File: src/rtl/counter_seq_pkg.sv
// counter_seq_pkg: opcodes, command record and statistics width shared by the counter command sequencer
package counter_seq_pkg;
    localparam int CMD_DATA_W = 8;
    localparam int STATS_W = 16;
    typedef enum logic [1:0] {NOP_HOLD = 2'b00, LOAD = 2'b01, UP = 2'b10, DOWN = 2'b11} cmd_op_e;
    typedef struct packed {
        cmd_op_e               op;
        logic [CMD_DATA_W-1:0] arg;
    } cmd_t;
endpackage

File: src/rtl/cnt_cmd_fifo.sv
// cnt_cmd_fifo: synchronous command FIFO with wrap-bit pointers; an entry is poppable the cycle after its push
module cnt_cmd_fifo #(
    parameter int DATA_W = 8,
    parameter int FIFO_DEPTH = 4
) (
    input  logic              clk,
    input  logic              reset,
    input  logic              push,
    input  logic [DATA_W+1:0] wdata,
    input  logic              pop,
    output logic [DATA_W+1:0] rdata,
    output logic              full,
    output logic              empty
);
    localparam int AW = $clog2(FIFO_DEPTH);
    logic [DATA_W+1:0] mem_q [FIFO_DEPTH];
    logic [AW:0] wp_q, rp_q;
    assign empty = wp_q == rp_q;
    assign full = (wp_q[AW] != rp_q[AW]) && (wp_q[AW-1:0] == rp_q[AW-1:0]);
    assign rdata = mem_q[rp_q[AW-1:0]];
    always_ff @(posedge clk) begin
        if (reset) begin
            wp_q <= '0;
            rp_q <= '0;
        end else begin
            if (push && !full) begin
                mem_q[wp_q[AW-1:0]] <= wdata;
                wp_q <= wp_q + 1'b1;
            end
            if (pop && !empty) rp_q <= rp_q + 1'b1;
        end
    end
endmodule

File: src/rtl/counter_cmd_sequencer.sv
// counter_cmd_sequencer: turns queued load/up/down/hold commands into registered counter control pins
// Optional statistics ports done_count/drop_count exist only when CNT_SEQ_STATS_EN is defined.
module counter_cmd_sequencer
    import counter_seq_pkg::*;
#(
    parameter int DATA_W = 8,
    parameter int FIFO_DEPTH = 4
) (
    input  logic              clk,
    input  logic              reset,
    input  logic              cmd_valid,
    output logic              cmd_ready,
    input  cmd_op_e           cmd_op,
    input  logic [DATA_W-1:0] cmd_arg,
    output logic [DATA_W-1:0] data_in,
    output logic              load,
    output logic              enable,
    output logic              up_down,
    output logic              busy,
    output logic              cmd_done
`ifdef CNT_SEQ_STATS_EN
    ,
    output logic [STATS_W-1:0] done_count,
    output logic [STATS_W-1:0] drop_count
`endif
);
    typedef enum logic {IDLE, EXEC} state_e;
    state_e state_q;
    logic full, empty, pop, last, head_go;
    logic [DATA_W+1:0] head;
    cmd_op_e head_op;
    logic [DATA_W-1:0] head_arg, head_rem, rem_q, data_in_q;
    logic load_q, enable_q, up_down_q, busy_q, done_q;
    assign cmd_ready = !full && !reset;
    assign last = (state_q == EXEC) && (rem_q == '0);
    assign pop = ((state_q == IDLE) || last) && !empty;
    assign head_op = cmd_op_e'(head[DATA_W+1:DATA_W]);
    assign head_arg = head[DATA_W-1:0];
    assign head_go = ((head_op == UP) || (head_op == DOWN)) && (head_arg != '0);
    // rem counts the cycles still to run after the current one; zero-length ops become one hold cycle
    assign head_rem = ((head_op == LOAD) || (head_arg == '0)) ? '0 : head_arg - 1'b1;
    cnt_cmd_fifo #(.DATA_W(DATA_W), .FIFO_DEPTH(FIFO_DEPTH)) u_fifo (
        .clk   (clk),
        .reset (reset),
        .push  (cmd_valid && cmd_ready),
        .wdata ({cmd_op, cmd_arg}),
        .pop   (pop),
        .rdata (head),
        .full  (full),
        .empty (empty)
    );
    always_ff @(posedge clk) begin
        if (reset) begin
            state_q <= IDLE;
            rem_q <= '0;
            data_in_q <= '0;
            load_q <= 1'b0;
            enable_q <= 1'b0;
            up_down_q <= 1'b0;
            busy_q <= 1'b0;
            done_q <= 1'b0;
        end else if (pop) begin
            state_q <= EXEC;
            rem_q <= head_rem;
            load_q <= head_op == LOAD;
            enable_q <= head_go;
            if (head_go) up_down_q <= head_op == UP;
            if (head_op == LOAD) data_in_q <= head_arg;
            busy_q <= 1'b1;
            done_q <= head_rem == '0;
        end else if (last) begin
            state_q <= IDLE;
            load_q <= 1'b0;
            enable_q <= 1'b0;
            busy_q <= 1'b0;
            done_q <= 1'b0;
        end else if (state_q == EXEC) begin
            rem_q <= rem_q - 1'b1;
            done_q <= rem_q == DATA_W'(1);
        end
    end
    assign data_in = data_in_q;
    assign load = load_q;
    assign enable = enable_q;
    assign up_down = up_down_q;
    assign busy = busy_q;
    assign cmd_done = done_q;
`ifdef CNT_SEQ_STATS_EN
    logic [STATS_W-1:0] done_count_q, drop_count_q;
    always_ff @(posedge clk) begin
        if (reset) begin
            done_count_q <= '0;
            drop_count_q <= '0;
        end else begin
            if (done_q) done_count_q <= done_count_q + 1'b1;
            if (cmd_valid && !cmd_ready && (drop_count_q != '1)) drop_count_q <= drop_count_q + 1'b1;
        end
    end
    assign done_count = done_count_q;
    assign drop_count = drop_count_q;
`endif
endmodule

File: config.mk
export PLATFORM = sky130hd
export DESIGN_NAME = counter_cmd_sequencer
export DESIGN_NICKNAME = d
export VERILOG_FILES = /design/src/rtl/counter_seq_pkg.sv /design/src/rtl/cnt_cmd_fifo.sv /design/src/rtl/counter_cmd_sequencer.sv
export SDC_FILE = /design/constraint.sdc
export NUM_CORES = 1
export LEC_CHECK = 0
export CAP_MARGIN = 15
export CELL_PAD_IN_SITES_DETAIL_PLACEMENT = 1
export CELL_PAD_IN_SITES_GLOBAL_PLACEMENT = 2
export CORE_UTILIZATION = 36
export DETAILED_ROUTE_END_ITERATION = 6
export PLACE_DENSITY = 0.81
export SYNTH_ARGS = -nofsm -noshare
export SYNTH_HDL_FRONTEND = slang
export SYNTH_SLANG_ARGS = --single-unit
File: constraint.sdc
create_clock -name clk -period 2.73 [get_ports clk]
set_clock_uncertainty 0.15 [all_clocks]
set_input_delay 0.6825 -clock clk [delete_from_list [all_inputs] [get_ports clk]]
set_output_delay 0.6825 -clock clk [all_outputs]
set_load 0.05 [all_outputs]
== Word-level counts from Yosys, hierarchy flattened ==
Memories as Yosys holds them, arrays and structs flattened. A register that Yosys moved wholly into a read port is not among the register bits.
Index checks and enable logic that the tools add are counted.

* Bits in registers: 27
* Bits in writable memories: 40
* Input bits: 13
* Output and inout bits: 14
* Word-level logic and storage cells: 63
* Memories: 1

{| class="wikitable"
|+ Memories
! name !! depth !! bits a word !! rd ports !! clocked after memory_dff !! wr ports !! line !! RTL
|-
| u_fifo.mem_q || 4 || 10 || 1 || 1 || 1 || cnt_cmd_fifo.sv:16 || <nowiki>logic [DATA_W+1:0] mem_q [FIFO_DEPTH];</nowiki>
|}

* $add $sub $neg: 4
* Eq/ne operators: 8
* Muxes and demuxes: 16
* Bitwise gates (word level): 1
* Reductions and logical operators: 24

{| class="wikitable"
|+ Operator list
! operator !! number
|-
| 8-bit two-way mux || 4
|-
| 8-bit logical NOT || 3
|-
| 8-bit by 1-bit subtractor with 8-bit output, second input constant || 2
|-
| 1-bit two-way mux || 10
|-
| 8-bit by 1-bit equality test with 1-bit output, second input constant || 1
|-
| 1-bit logical AND || 8
|-
| 8-bit nonzero test || 1
|-
| 3-bit by 1-bit adder with 3-bit output, second input constant || 2
|-
| 2-bit AND reduction || 3
|-
| 2-bit equality test, second input constant || 2
|-
| 2-bit two-way mux || 2
|-
| 2-bit nonzero test || 2
|-
| 3-bit equality test || 1
|-
| 1-bit logical NOT || 3
|-
| 1-bit logical OR || 3
|-
| 3-bit nonzero test || 1
|-
| 2-bit by 1-bit equality test with 1-bit output, second input constant || 1
|-
| 2-bit equality test || 1
|-
| 2-bit by 1-bit inequality test with 1-bit output, second input constant || 1
|-
| 1-bit inequality test || 1
|-
| 1-bit inverter || 1
|}

== Logic depth before layout (Yosys ltp) ==
Gate-level depths: netlist of the first run.

* Depth after elaboration: 9
* Gate-level depth with buffers: 11
* Depth with buffers taken out: 9

== By module ==
Synthesis of the first run repeated with hierarchy kept, for this count alone.

* Cells, all modules: 277
* Area total of the unflattened synthesis: 3321.9 um^2

{| class="wikitable"
|+ Modules (own cells, without submodules)
! module !! instances !! cells an instance !! area each (um^2) !! seq. area each (um^2)
|-
| cnt_cmd_fifo || 1 || 122 || 2042.0 || 1361.3
|-
| counter_cmd_sequencer || 1 || 155 || 1280.0 || 420.4
|}

== Worst setup path after synthesis of the first run ==
OpenSTA, ideal clock, no wires.

* Path kind: input port to flip-flop
* Start point: in reset
* End point: mem u_fifo.mem_q[3][0] in the netlist's numbering (enable)
* Library setup time: 0.352 ns
* Arrival: 2.134 ns
* Data required time: 2.228 ns
* Setup slack: 0.094 ns
* Stages: 2
* Buffers on the path: 0
* Path through: a31oi_1 > and3_1

* Cells in the longest elaborated chain, start to end: 7

{| class="wikitable"
|+ Ends and longest elaborated chain
! element !! line !! RTL
|-
| start: declaration || counter_cmd_sequencer.sv:10 || <nowiki>input logic reset,</nowiki>
|-
| 1-bit logical NOT || counter_cmd_sequencer.sv:34 || <nowiki>assign cmd_ready = !full && !reset;</nowiki>
|-
| 1-bit logical AND || counter_cmd_sequencer.sv:34 ||
|-
| 1-bit logical AND || counter_cmd_sequencer.sv:45 || <nowiki>.push (cmd_valid && cmd_ready),</nowiki>
|-
| 1-bit logical AND || cnt_cmd_fifo.sv:26 || <nowiki>if (push && !full) begin</nowiki>
|-
| 1-bit two-way mux || cnt_cmd_fifo.sv:26 ||
|-
| 1-bit two-way mux (*) || cnt_cmd_fifo.sv:22 || <nowiki>if (reset) begin</nowiki>
|-
| 1-bit two-way mux (implied by the code) (*) || cnt_cmd_fifo.sv:27 || <nowiki>mem_q[wp_q[AW-1:0]] <= wdata;</nowiki>
|-
| end: declaration || cnt_cmd_fifo.sv:16 ||
|}

Mark *: on every way between the ends. The rest lies on a longest branch, timed or not.

==> results of run 1 <==
-- logic make-up after synthesis --
| logic type | Yosys count |
|---|---|
| muxes | 18 |
| adders and majority gates | 10 |
| buffers and inverters | 16 |
| DFF | 69 |
| xor gates and xnor gates | 13 |
| and+or+nand+nor | 77 |
| AOI/OAI and AO/OA | 36 |
-- routing by layer --
metal / GRT usage (%) / vias to the layer above / share of wire [%]
li1: - / 1003 / -
met1: 21.2 / 1031 / 46
met2: 29.3 / 23 / 50
met3: 3.72 / 11 / 2.5
met4: 7.18 / 0 / 1.9
met5: 0 / - / 0
-- timing repair --
item	in CTS	in global routing
setup endpoints to repair	8	5
pin swaps	0	2
buffers inserted	0	0
resized for setup	2	8
hold buffers	0	0
-- final timing paths --
check / slack (ps) / endpoint / from / cells past startpoint
max: 170 / cmd_done$_SDFFE_PP0P_ / register / 6
min: 310 / up_down$_SDFFE_PP0P_ / up_down$_SDFFE_PP0P_ / 2
max reg2reg: 170 / cmd_done$_SDFFE_PP0P_ / register / 6
min reg2reg: 310 / up_down$_SDFFE_PP0P_ / up_down$_SDFFE_PP0P_ / 2
-- power groups by stage --
| stage | clock network [mW] | logic, mW | registers, mW |
|---|---|---|---|
| after floorplan | 0 | 0.939 | 1.52 |
| after global placement | 0 | 1.62 | 1.41 |
| after detailed placement | 0 | 1.65 | 1.41 |
| after CTS | 0.895 | 1.67 | 1.39 |
| after global routing | 0.930 | 1.85 | 1.42 |
| final | 0.869 | 1.69 | 1.39 |
-- metrics by stage --
stage,setup WS (ps),instances,util (%)
global placement,-82.0,387,44.0
finish,174,403,46.9
floorplan,93.9,239,-
detailed placement,-131,387,44.0
global route,22.6,403,46.9
CTS,28.1,403,46.5
-- sequential cells by signal (all words and copies together) (netlist names), named ones only --
signal,flops
data_in,8
cmd_done,1
load,1
u_fifo.mem_q,40
up_down,1
enable,1
u_fifo.rp_q,3
busy,1
u_fifo.wp_q,3
rem_q,8
-- placed cells by master, fill, tap and decap left out, types with 3 or more instances in the layout --
cell type         n
xnor2_1           8
nand2_1          14
a31oi_1           5
mux2i_1           8
mux4_2            8
dfxtp_1          28
a211oi_1          4
nand2b_1          3
ha_1             10
xor2_1            5
and3_1            5
nor2_1           29
buf_4            22
nor3_1            5
o21ai_0           5
or3_1             5
a21oi_1           7
or2_2             3
clkinv_4          3
edfxtp_1         40
clkdlybuf4s50_1  25
inv_1             8
clkbuf_8          9
-- worst max-delay path, delay by kind of cell (launching register included) --
family | cells | cell delay (ps)
simple gates | 1 | 560
compound gates | 4 | 770
flops | 1 | 410
mux | 1 | 600
-- final cells by class --
cell class	count	area (µm²)	area share (%)
Sequential cell	69	1790	46.3
Multi-Input combinational cell	154	1230	32.0
Timing Repair Buffer	50	467	12.1
Tap cell	105	131	3.41
Clock buffer	9	124	3.21
Clock inverter	7	81.3	2.11
Inverter	9	33.8	0.876
==> results.tsv, run 1 <==
metric	value	unit
yosysUniqueCellTypes	46	
syn_nets	262	
drv_slew	0	
dpl.hpwl	4.91	mm
dr.pass1.iters	4	
clock_sinks	69	
place.gp.congestion	0.757	
dieHeight	94.1	µm
crit_path_end_kind	register	
syn_area	3060	µm²
grt.total_usage	17.2	%
ir_drop	488	µV
tightestPinTransition	502	ps
grt_max_degree	29	
cts_tree	yes	
grt_antenna_before_repair	0	
whs	312	ps
synth_ff_type	edfxtp_1	
drv_cap	0	
grt_first_pass_wirelength	11.3	mm
worstPathCellList	mux4_1 -> or4_4 -> o31ai_4 -> a41o_1 -> o2111ai_1 -> a211oi_2	
total_leakage_power	1.39	nW
synth_simple_gate_area_share	12.5	%
drtIter0Drc	66	
ios	27	
slew-limit-headroom	66.4	%
p_switching	1.53	mW
root_buffer	clkbuf_8	
finalCriticalPeriod	2560	ps
synth_cells	239	
wirelength	6.79	mm
diodes	0	
criticalPathCategory	register to register	
power_density	1020	nW/µm²
overflow	0	
cell_internal_pwr	2.42	mW
synth_largest_area_cell	edfxtp_1	
status	complete, no violations	
avgSynthCellArea	12.8	µm²
ant_nets	0	
cts.htree.levels	3	
critPathLaunchType	register	
cp_slowest_cell	mux4_1	
hold_viol	0	
async_reset_ff_share	0	%
synth_top_family_by_area	simple AND/OR/NAND/NOR gates	
synth_fa_ha_area_share	4.10	%
p_total	3.95	mW
max_freq	0.391	GHz
max_stage_delay	600	ps
die_area	8860	µm²
synth.most_common_cell	edfxtp_1	
cts_buffers	9	
grt_pass1_vias	2283	
fin_area	3860	µm²
setup-violations-final	0	
fin_setup_tns	0	ps
cp_max_fo	7	
ys_seq_area_share	58.3	%
p_seq_share	35.2	%
yosysWarnings	0	
clk_latency	360	ps
ys_seq_elements	69	
vias_per_cell	5.13	
postPlaceCellArea	3610	µm²
synth-compound-area-share	8.89	%
clk_pin_slew	80	ps
drc	0	
clockBufferDepth	2	
hp-class	register to register	
grt_setup_unrepaired	no	
arrival	2680	ps
synth_top_area_share	39.3	%
port_buffers	26	
ys_top_cells_by_count	edfxtp_1 (40), dfxtp_1 (29), nor2_1 (29), nand2_1 (14), ha_1 (10)	
netlist_top_cells_area	edfxtp_1 (39%), dfxtp_1 (19%), mux4_2 (5.9%)	
pwr-share-comb	42.8	%
period_share	93.6	%
wire_per_inst	16.9	µm
synth_xor_xnor_area_share	3.73	%
nNetsFinal	316	
coreArea	8220	µm²
rows	33	
start_util	37.2	%
required	2850	ps
vias	2068	
die_w	94.1	µm
fillerInstances	850	
clockPowerShare	22.0	%
area_growth	26.2	%
synth.area.mux_share	10.2	%
swShare	38.8	%
drive_gt1_share	20.8	%
synth-edff-count	40	
(Power assumes the default switching activity.)
==> run 2: changes to the inputs <==
--- a/config.mk
+++ b/config.mk
@@ -9,7 +9,9 @@
 export CELL_PAD_IN_SITES_DETAIL_PLACEMENT = 1
 export CELL_PAD_IN_SITES_GLOBAL_PLACEMENT = 2
 export CORE_UTILIZATION = 36
+export CTS_CLUSTER_DIAMETER = 50
 export DETAILED_ROUTE_END_ITERATION = 6
+export HOLD_SLACK_MARGIN = 0.1
 export PLACE_DENSITY = 0.81
 export SYNTH_ARGS = -nofsm -noshare
 export SYNTH_HDL_FRONTEND = slang
==> results of run 2 <==
Same layout as run 1: the final DEF is identical, and so are final timing and power.
==> run 3: changes to the inputs <==
--- a/config.mk
+++ b/config.mk
@@ -8,6 +8,7 @@
 export CAP_MARGIN = 15
 export CELL_PAD_IN_SITES_DETAIL_PLACEMENT = 1
 export CELL_PAD_IN_SITES_GLOBAL_PLACEMENT = 2
+export CORE_MARGIN = 1
 export CORE_UTILIZATION = 36
 export CTS_CLUSTER_DIAMETER = 50
 export DETAILED_ROUTE_END_ITERATION = 6
==> results of run 3 <==
Same layout as run 1: the final DEF is identical, and so are final timing and power.
